$ cat src/rtl/segled_capture.sv
// segled_capture: samples a scanned six-digit 7-segment bus, recovers each
// digit value and decimal-point level, and publishes all six together as one
// coherent frame. Also flags undecodable patterns, illegal enables and loss
// of the scan.
module segled_capture #(
  parameter int STABLE_CYCLES  = 16,
  parameter int TIMEOUT_CYCLES = 120000
) (
  input  logic       CLK_50M,
  input  logic       RST,
  input  logic [5:0] SEG_EN,
  input  logic [7:0] SEG_DATA,
  input  logic       CLR_ERR,
  output logic [3:0] hours2_data,
  output logic [3:0] hours1_data,
  output logic [3:0] minutes2_data,
  output logic [3:0] minutes1_data,
  output logic [3:0] seconds2_data,
  output logic [3:0] seconds1_data,
  output logic [5:0] dp_flags,
  output logic       frame_done,
  output logic       frame_valid,
  output logic       pat_err,
  output logic       en_err,
  output logic       scan_lost
);

  localparam int TW = $clog2(TIMEOUT_CYCLES + 1);

  // state is kept as a named enum so checkers can observe it directly
  typedef enum logic [1:0] {S_IDLE, S_SETTLE, S_HOLD} state_t;
  state_t state;

  logic [5:0]      smp_en, prv_en;
  logic [7:0]      smp_data, prv_data;
  logic [7:0]      cnt;
  logic [TW-1:0]   timer;
  logic [5:0]      seen, seen_next;
  logic [5:0][3:0] shadow;
  logic [5:0]      shadow_dp;
  logic [5:0][3:0] disp;

  logic [5:0] low;
  logic       changed, blank, one_low;
  logic [4:0] dec;
  logic       commit, commit_ok, commit_pat, commit_en, publish, tmo_hit;

  // {valid, value}; the decimal point is not part of the pattern
  function automatic logic [4:0] decode7(input logic [6:0] s);
    case (s)
      7'h3F: return {1'b1, 4'h0};
      7'h06: return {1'b1, 4'h1};
      7'h5B: return {1'b1, 4'h2};
      7'h4F: return {1'b1, 4'h3};
      7'h66: return {1'b1, 4'h4};
      7'h6D: return {1'b1, 4'h5};
      7'h7D: return {1'b1, 4'h6};
      7'h07: return {1'b1, 4'h7};
      7'h7F: return {1'b1, 4'h8};
      7'h6F: return {1'b1, 4'h9};
      7'h77: return {1'b1, 4'hA};
      7'h7C: return {1'b1, 4'hB};
      7'h58: return {1'b1, 4'hC};
      7'h5E: return {1'b1, 4'hD};
      7'h79: return {1'b1, 4'hE};
      7'h71: return {1'b1, 4'hF};
      default: return 5'b0;
    endcase
  endfunction

  assign low     = ~smp_en;
  assign changed = {smp_en, smp_data} != {prv_en, prv_data};
  assign blank   = (low == 6'b0);
  assign one_low = $onehot(low);
  assign dec     = decode7(smp_data[6:0]);

  // commit fires on the cycle the sample has been seen STABLE_CYCLES times
  assign commit     = (state == S_SETTLE) && !changed && (cnt == 8'(STABLE_CYCLES - 1));
  assign commit_ok  = commit && one_low && dec[4];
  assign commit_pat = commit && one_low && !dec[4];
  assign commit_en  = commit && !blank && !one_low;
  assign publish    = (seen == 6'h3F);
  // a successful commit in the same cycle keeps the scan alive
  assign tmo_hit    = !commit_ok && (timer == TW'(TIMEOUT_CYCLES - 1));

  // next seen mask: cleared by publish or timeout, then the new digit is added
  always_comb begin
    seen_next = seen;
    if (publish || tmo_hit) seen_next = 6'b0;
    if (commit_ok) seen_next = seen_next | low;
  end

  // input stage: one register for the live sample, one for change detection
  always_ff @(posedge CLK_50M or posedge RST) begin
    if (RST) begin
      smp_en   <= 6'h3F;
      smp_data <= 8'h00;
      prv_en   <= 6'h3F;
      prv_data <= 8'h00;
    end else begin
      smp_en   <= SEG_EN;
      smp_data <= SEG_DATA;
      prv_en   <= smp_en;
      prv_data <= smp_data;
    end
  end

  // settle FSM: count identical samples, commit once, then wait for a change
  always_ff @(posedge CLK_50M or posedge RST) begin
    if (RST) begin
      state <= S_IDLE;
      cnt   <= 8'd0;
    end else begin
      case (state)
        S_IDLE: begin
          if (changed) begin
            state <= S_SETTLE;
            cnt   <= 8'd1;
          end
        end
        S_SETTLE: begin
          if (changed) cnt <= 8'd1;
          else if (commit) state <= S_HOLD;
          else cnt <= cnt + 8'd1;
        end
        S_HOLD: begin
          if (changed) begin
            state <= blank ? S_IDLE : S_SETTLE;
            cnt   <= 8'd1;
          end
        end
        default: state <= S_IDLE;
      endcase
    end
  end

  // shadow capture, frame publish, scan timeout and sticky error flags
  always_ff @(posedge CLK_50M or posedge RST) begin
    if (RST) begin
      seen        <= 6'b0;
      shadow      <= '0;
      shadow_dp   <= 6'b0;
      disp        <= '0;
      dp_flags    <= 6'b0;
      frame_done  <= 1'b0;
      frame_valid <= 1'b0;
      timer       <= '0;
      scan_lost   <= 1'b0;
      pat_err     <= 1'b0;
      en_err      <= 1'b0;
    end else begin
      frame_done <= publish;
      seen       <= seen_next;
      if (commit_ok) begin
        for (int i = 0; i < 6; i++) begin
          if (low[i]) begin
            shadow[i]    <= dec[3:0];
            shadow_dp[i] <= smp_data[7];
          end
        end
      end
      if (publish) begin
        disp        <= shadow;
        dp_flags    <= shadow_dp;
        frame_valid <= 1'b1;
      end
      if (commit_ok) begin
        timer     <= '0;
        scan_lost <= 1'b0;
      end else if (timer != TW'(TIMEOUT_CYCLES)) begin
        timer <= timer + 1'b1;
      end
      if (tmo_hit) begin
        scan_lost   <= 1'b1;
        frame_valid <= 1'b0;
      end
      pat_err <= (pat_err & ~CLR_ERR) | commit_pat;
      en_err  <= (en_err & ~CLR_ERR) | commit_en;
    end
  end

  assign hours2_data   = disp[0];
  assign hours1_data   = disp[1];
  assign minutes2_data = disp[2];
  assign minutes1_data = disp[3];
  assign seconds2_data = disp[4];
  assign seconds1_data = disp[5];

endmodule
$ cat config.mk
export PLATFORM = sky130hd
export DESIGN_NAME = segled_capture
export DESIGN_NICKNAME = d
export VERILOG_FILES = /design/src/rtl/segled_capture.sv
export SDC_FILE = /design/constraint.sdc
export NUM_CORES = 1
export LEC_CHECK = 0
export ABC_CLOCK_PERIOD_IN_PS = 5300
export CAP_MARGIN = 30
export CORE_ASPECT_RATIO = 1.25
export CORE_MARGIN = 2
export CORE_UTILIZATION = 51
export DETAILED_ROUTE_END_ITERATION = 12
export PLACE_DENSITY = 0.72
export SLEW_MARGIN = 20
export SYNTH_ARGS = -nofsm -noshare
export SYNTH_HDL_FRONTEND = slang
export SYNTH_SLANG_ARGS = --single-unit
$ cat constraint.sdc
create_clock -name CLK_50M -period 5.3 [get_ports CLK_50M]
set_input_delay 1.325 -clock CLK_50M [delete_from_list [all_inputs] [get_ports CLK_50M]]
set_output_delay 1.325 -clock CLK_50M [all_outputs]
set_load 0.01 [all_outputs]
==> Word level (Yosys, flattened, before mapping) <==
Index checks and enable logic that the tools add are counted.
{ "op_classes": {"addsub": 7, "n_mul": 0, "div_mod_pow": 0, "magnitude_cmp": 0, "n_eq_ne": 30, "n_shift": 0, "muxes": 19, "bitwise_logic": 7, "reduce_logical": 29} }
{ "ops": {"columns": ["op", "count"], "rows": [
  ["$eq A7 B7 Y1 const B", 13],
  ["$pmux W5 S16", 1],
  ["$mux W17", 2],
  ["$mux W8", 3],
  ["$add A17 B1 Y17 const B", 1],
  ["$eq A17 B17 Y1 const B", 1],
  ["$ne A17 B17 Y1 const B", 1],
  ["$pmux W8 S2", 1],
  ["$eq A7 B3 Y1 const B", 2],
  ["$ne A14 B14 Y1", 1],
  ["$mux W6", 2],
  ["$reduce_and A2 Y1", 6],
  ["$add A8 B1 Y8 const B", 1],
  ["$eq A8 B4 Y1 const B", 1],
  ["$logic_and A1 B1 Y1", 8],
  ["$mux W2", 4],
  ["$ne A2 B2 Y1 const B", 4],
  ["$reduce_bool A2 Y1", 4],
  ["$eq A7 B6 Y1 const B", 1],
  ["$add A1 B1 Y2", 3],
  ["$eq A6 B6 Y1 const B", 1],
  ["$logic_not A6 Y1", 1],
  ["$not A6 Y6", 1],
  ["$or A6 B6 Y6", 1],
  ["18 further kinds", 28]
]} }
{ "totals": {"register_bits": 126, "latch_bits": 0, "mem_bits_rw": 0, "mem_bits_ro": 0, "output_inout_bits": 35, "memories": 0} }

==> Longest topological paths before layout <==
{ "depth": {"depth_word": 13, "ltp_mapped": 11} }

==> Least setup slack after synthesis <==
No wires, ideal clock.
{ "synth_path": {"path_kind": "reg2reg", "startpoint": "reg smp_en[1]", "endpoint": "reg shadow_dp[0]", "setup_ps": 125, "arrival_time_ps": 3524, "t_required_ps": 5175, "slack_ps": 1652, "path_stages_with_launch": 11, "n_path_buf": 0, "period_less_slack_ps": 3648, "path_cell_list": "dfstp_2 -> fa_1 -> inv_1 -> fa_1 -> ha_1 -> fa_1 -> nor2_1 -> nand2_1 -> or4_1 -> a311oi_4 -> mux2_2"} }
{ "synth_between": {"elab_chain_len": 8} }
{ "synth_rtl": {"columns": ["item", "line", "text"], "rows": [
  ["start, declared", "34", "logic [5:0] smp_en, prv_en;"],
  ["start signal, assigned", "96", "smp_en <= 6'h3F;"],
  ["start signal, assigned", "101", "smp_en <= SEG_EN;"],
  ["$not A6 Y6", "71", "assign low = ~smp_en;"],
  ["$add A1 B1 Y2 (implied by the code)", "74", "assign one_low = $onehot(low);"],
  ["$add A2 B2 Y3 (implied by the code)", "74", null],
  ["$add A3 B2 Y3 (implied by the code)", "74", null],
  ["$eq A3 B1 Y1", "74", null],
  ["$logic_and A1 B1 Y1 * (2 in series)", "79", "assign commit_ok = commit && one_low && dec[4];"],
  ["$reduce_and A2 Y1 (no line) *", null, null],
  ["end signal, assigned by index", "158", "shadow_dp[i] <= smp_data[7];"],
  ["end, declared", "40", "logic [5:0] shadow_dp;"]
]} }
Every way passes the cells marked *; elsewhere a longest branch is shown, timed or not.
A chain may end at the register's enable or synchronous reset.

==> Final worst setup path <==
{ "layout_path": {"startpoint": "reg smp_en[1]", "endpoint": "reg shadow_dp[3]"} }
The elaborated chain is that of the path after synthesis.

==> flow_summary.toml <==
[pwr]
switching_share = 0.222
peakVddDrop_v = 0.000206
power.density_nw_per_um2 = 321
power_frac_comb = 0.037
pwr-share-clk = 0.534
p_int_uw = 1810
switching_power_uw = 517
seqPwrFrac = 0.429
p_leak_uw = 0.00311

[critical_path]
end_kind = "register"
path_cells = "fa_1, inv_1, fa_1, ha_1, fa_1, nor2_1, nand2_1, or4_1, a311oi_4, mux2_4"
rr_startpoint = "smp_en[1]"
start_kind = "register"
cp_slowest_cell = "dfstp_2"
crit_cells = 10
crit_start = "smp_en[1]"
slowest_delay_ns = 0.58
cp_max_fo = 8
r2r_end = "shadow_dp[3]"
worst-r2r-setup-slack_ns = 1.31
crit_top_cell = "fa_1"
crit_end = "shadow_dp[3]"
critPathKind = "register to register"
crit_arrival_ns = 4.28
crit_buf_inv = 1
ff2ff_path_depth = 10
path_delay_family = "adder cells"
cp_data_required_time_ns = 5.59

[global_routing]
antenna_found_initial = 0
grt_max_degree = 56
track_usage = 0.203
grt_pass1_vias = 4072
overflow = 0
grt_pass1_wl_mm = 20.0

[route]
viasPerCell = 5.68
vias = 3929
routedWlPerCell_um = 16.9
first_pass_iters = 4
ant_nets = 0
routed_wl_mm = 11.7
drtIter0Drc = 144
drc_errors = 0

[yosys]
synth_warnings = 0
synth-seq-area-share = 0.534
synth_xor_area_frac = 0.0458
syn_area_per_cell_um2 = 12.2
synth_mux_area_frac = 0.113
synth-compound-area-share = 0.0947
async_flop_share = 1.00
syn_area_um2 = 5930
syn_inst = 486
synth.largest_area_cell = "dfrtp_1"
synth_top_cells_by_area = "dfrtp_1 48%, mux2_2 6.1%, dfstp_2 5.3%, mux2i_1 4.2%, a311oi_4 3.1%"
synth_top_family_by_area = "simple AND/OR/NAND/NOR gates"
ys_ff_latch = 126
synth-edff-count = 0
ys.flop_type = "dfrtp_1"
synth.top_cell.area_share = 0.481
synthAdderAreaFrac = 0.0207
yosys.area_share.simple = 0.144
synth_nets = 511
synth_cell_types = 60

[timing]
min_period_over_period = 0.752
final-hold-violation-count = 0
slew_viol_final = 0
fin_skew_ns = 0.00813
fmax_mhz = 251
min_period_ns = 3.99
finalSetupViolCount = 0
rsz0062_at_grt = "false"
fin_setup_tns_ns = 0
worst_pin_slew_ns = 0.649
relSlewSlack = 0.566

[flow_run]
max-cap-violations = 0

[cts]
cts.path.max_buffers = 2
clkSinkCount = 126
post_cts_resized = 0
post-cts-setup-buffer-count = 0
cts.clk_slew.worst_paths_ns = 0.06
cts_buffers = 17
clk_latency_ns = 0.41
cts_hold_buf = 0
htreeDepth = 4
cts_root_buffer = "clkbuf_16"
cts_tree = "built"

[floorplan]
io_pins = 52
rows = 44
die_h_um = 125
die_w_um = 100
core_um2 = 11500
die_area_um2 = 12500
start_util = 0.516

[finish]
drive_above_1_share = 0.193
area_delta_synth_final_pct = 22.0
finalNetCount = 566
nFillCells = 839
diodes = 0
fin_util = 0.629

[min_path]
min-delay-start = "smp_en[1]"
min_path_type = "register to register"

[status]
status = "finished clean"

[placement]
dpl.hpwl_mm = 7.74
place.gp.congestion = 0.847
port_buffers = 51
-- synthesized netlist by cell type, drive strengths merged, types with 4 or more instances --
library cell,count
nor2b,6
and3,8
nor3,9
nand4b,4
ha,5
inv,43
mux2i,25
xor2,16
nand2b,4
nand4,7
xnor2,15
nand3,22
dfstp,12
buf,12
o22a,7
nor4,6
or3,4
nor2,35
dfrtp,114
or4,8
clkbuf,9
nand2,15
mux2,36
a311oi,8
a21oi,10
-- power groups by stage --
stage / clock, uW / sequential (uW) / combinational, uW
after floorplan: 0 / 1000 / 67.2
after global placement: 0 / 1010 / 81.4
after detailed placement: 0 / 1010 / 88.1
after CTS: 1260 / 998 / 88.2
after global routing: 1310 / 1000 / 97.6
final: 1240 / 998 / 86.6
-- sequential cells by signal, summed over array words and instances, names as in the netlist, 2 cells and up --
register	flops
hours2_data	4
smp_en	6
smp_data	8
seconds1_data	4
seen	6
state	2
cnt	8
minutes2_data	4
prv_en	6
prv_data	8
timer	17
hours1_data	4
shadow	24
minutes1_data	4
shadow_dp	6
dp_flags	6
seconds2_data	4
-- placed cells by master, fill, tap and decap left out, drive strengths merged, types with 4 or more instances in the layout --
| cell | count |
|---|---|
| nor2b | 6 |
| and3 | 8 |
| clkinv | 4 |
| bufinv | 4 |
| ha | 5 |
| buf | 6 |
| clkdlybuf4s50 | 51 |
| nand2b | 4 |
| nand2 | 15 |
| nor2 | 35 |
| dfstp | 12 |
| nor3 | 9 |
| mux2 | 36 |
| or4 | 8 |
| or3 | 4 |
| nor4 | 6 |
| a311oi | 8 |
| clkbuf | 17 |
| o22a | 7 |
| a21oi | 10 |
| nand4b | 4 |
| dfrtp | 114 |
| inv | 49 |
| nand3 | 22 |
| xnor2 | 15 |
| xor2 | 16 |
| mux2i | 25 |
| nand4 | 7 |
-- stage by stage --
stage	cells	setup WS, ns	hold WS (ns)	power [uW]	area [um^2]
2_1_floorplan	486	0.639	0.371	1070	5930
3_3_place_gp	656	1.28	0.389	1100	6520
3_5_place_dp	657	1.16	0.392	1100	6550
4_1_cts	689	1.16	0.402	2350	7180
5_1_grt	692	1.21	0.404	2400	7230
6_report	692	1.31	0.399	2320	7230
-- logic make-up (layout without fill, tap and decap cells) --
group                    Yosys count  after routing
AND/OR/NAND/NOR                  146            146
flip-flops                       126            126
buffers and inverters             64            132
multiplexers                      61             61
AO/OA/AOI/OAI                     50             50
XOR/XNOR                          31             31
adder cells (fa/ha/maj)            8              8
-- how the worst min path moves through the flow --
stage	endpoint	cells after the start	slack, ns
3_3_place_gp	prv_en[3]	0	0.39
2_1_floorplan	prv_en[2]	0	0.37
3_5_place_dp	prv_en[3]	0	0.39
4_1_cts	prv_en[1]	0	0.40
5_1_grt	prv_en[1]	0	0.40
6_report	prv_en[1]	0	0.40
-- final cells by class --
cell class                 instances  area [um^2]  share of cell area
multi-input combinational        296         2490               0.344
inverter                          43          164              0.0227
timing repair buffer              57          611              0.0844
sequential                       126         3170               0.438
clock buffer                      17          425              0.0588
tap                              138          173              0.0239
clock inverter                    15          206              0.0285
-- layer usage --
layer	up-vias	global-route usage	share of wire
met3	15	0.0589	0.033
met4	0	0.0701	0.018
met1	1981	0.248	0.42
li1	1839	-	-
met2	94	0.341	0.53
met5	-	0	0
No activity file was read; power rests on OpenSTA's default activity.
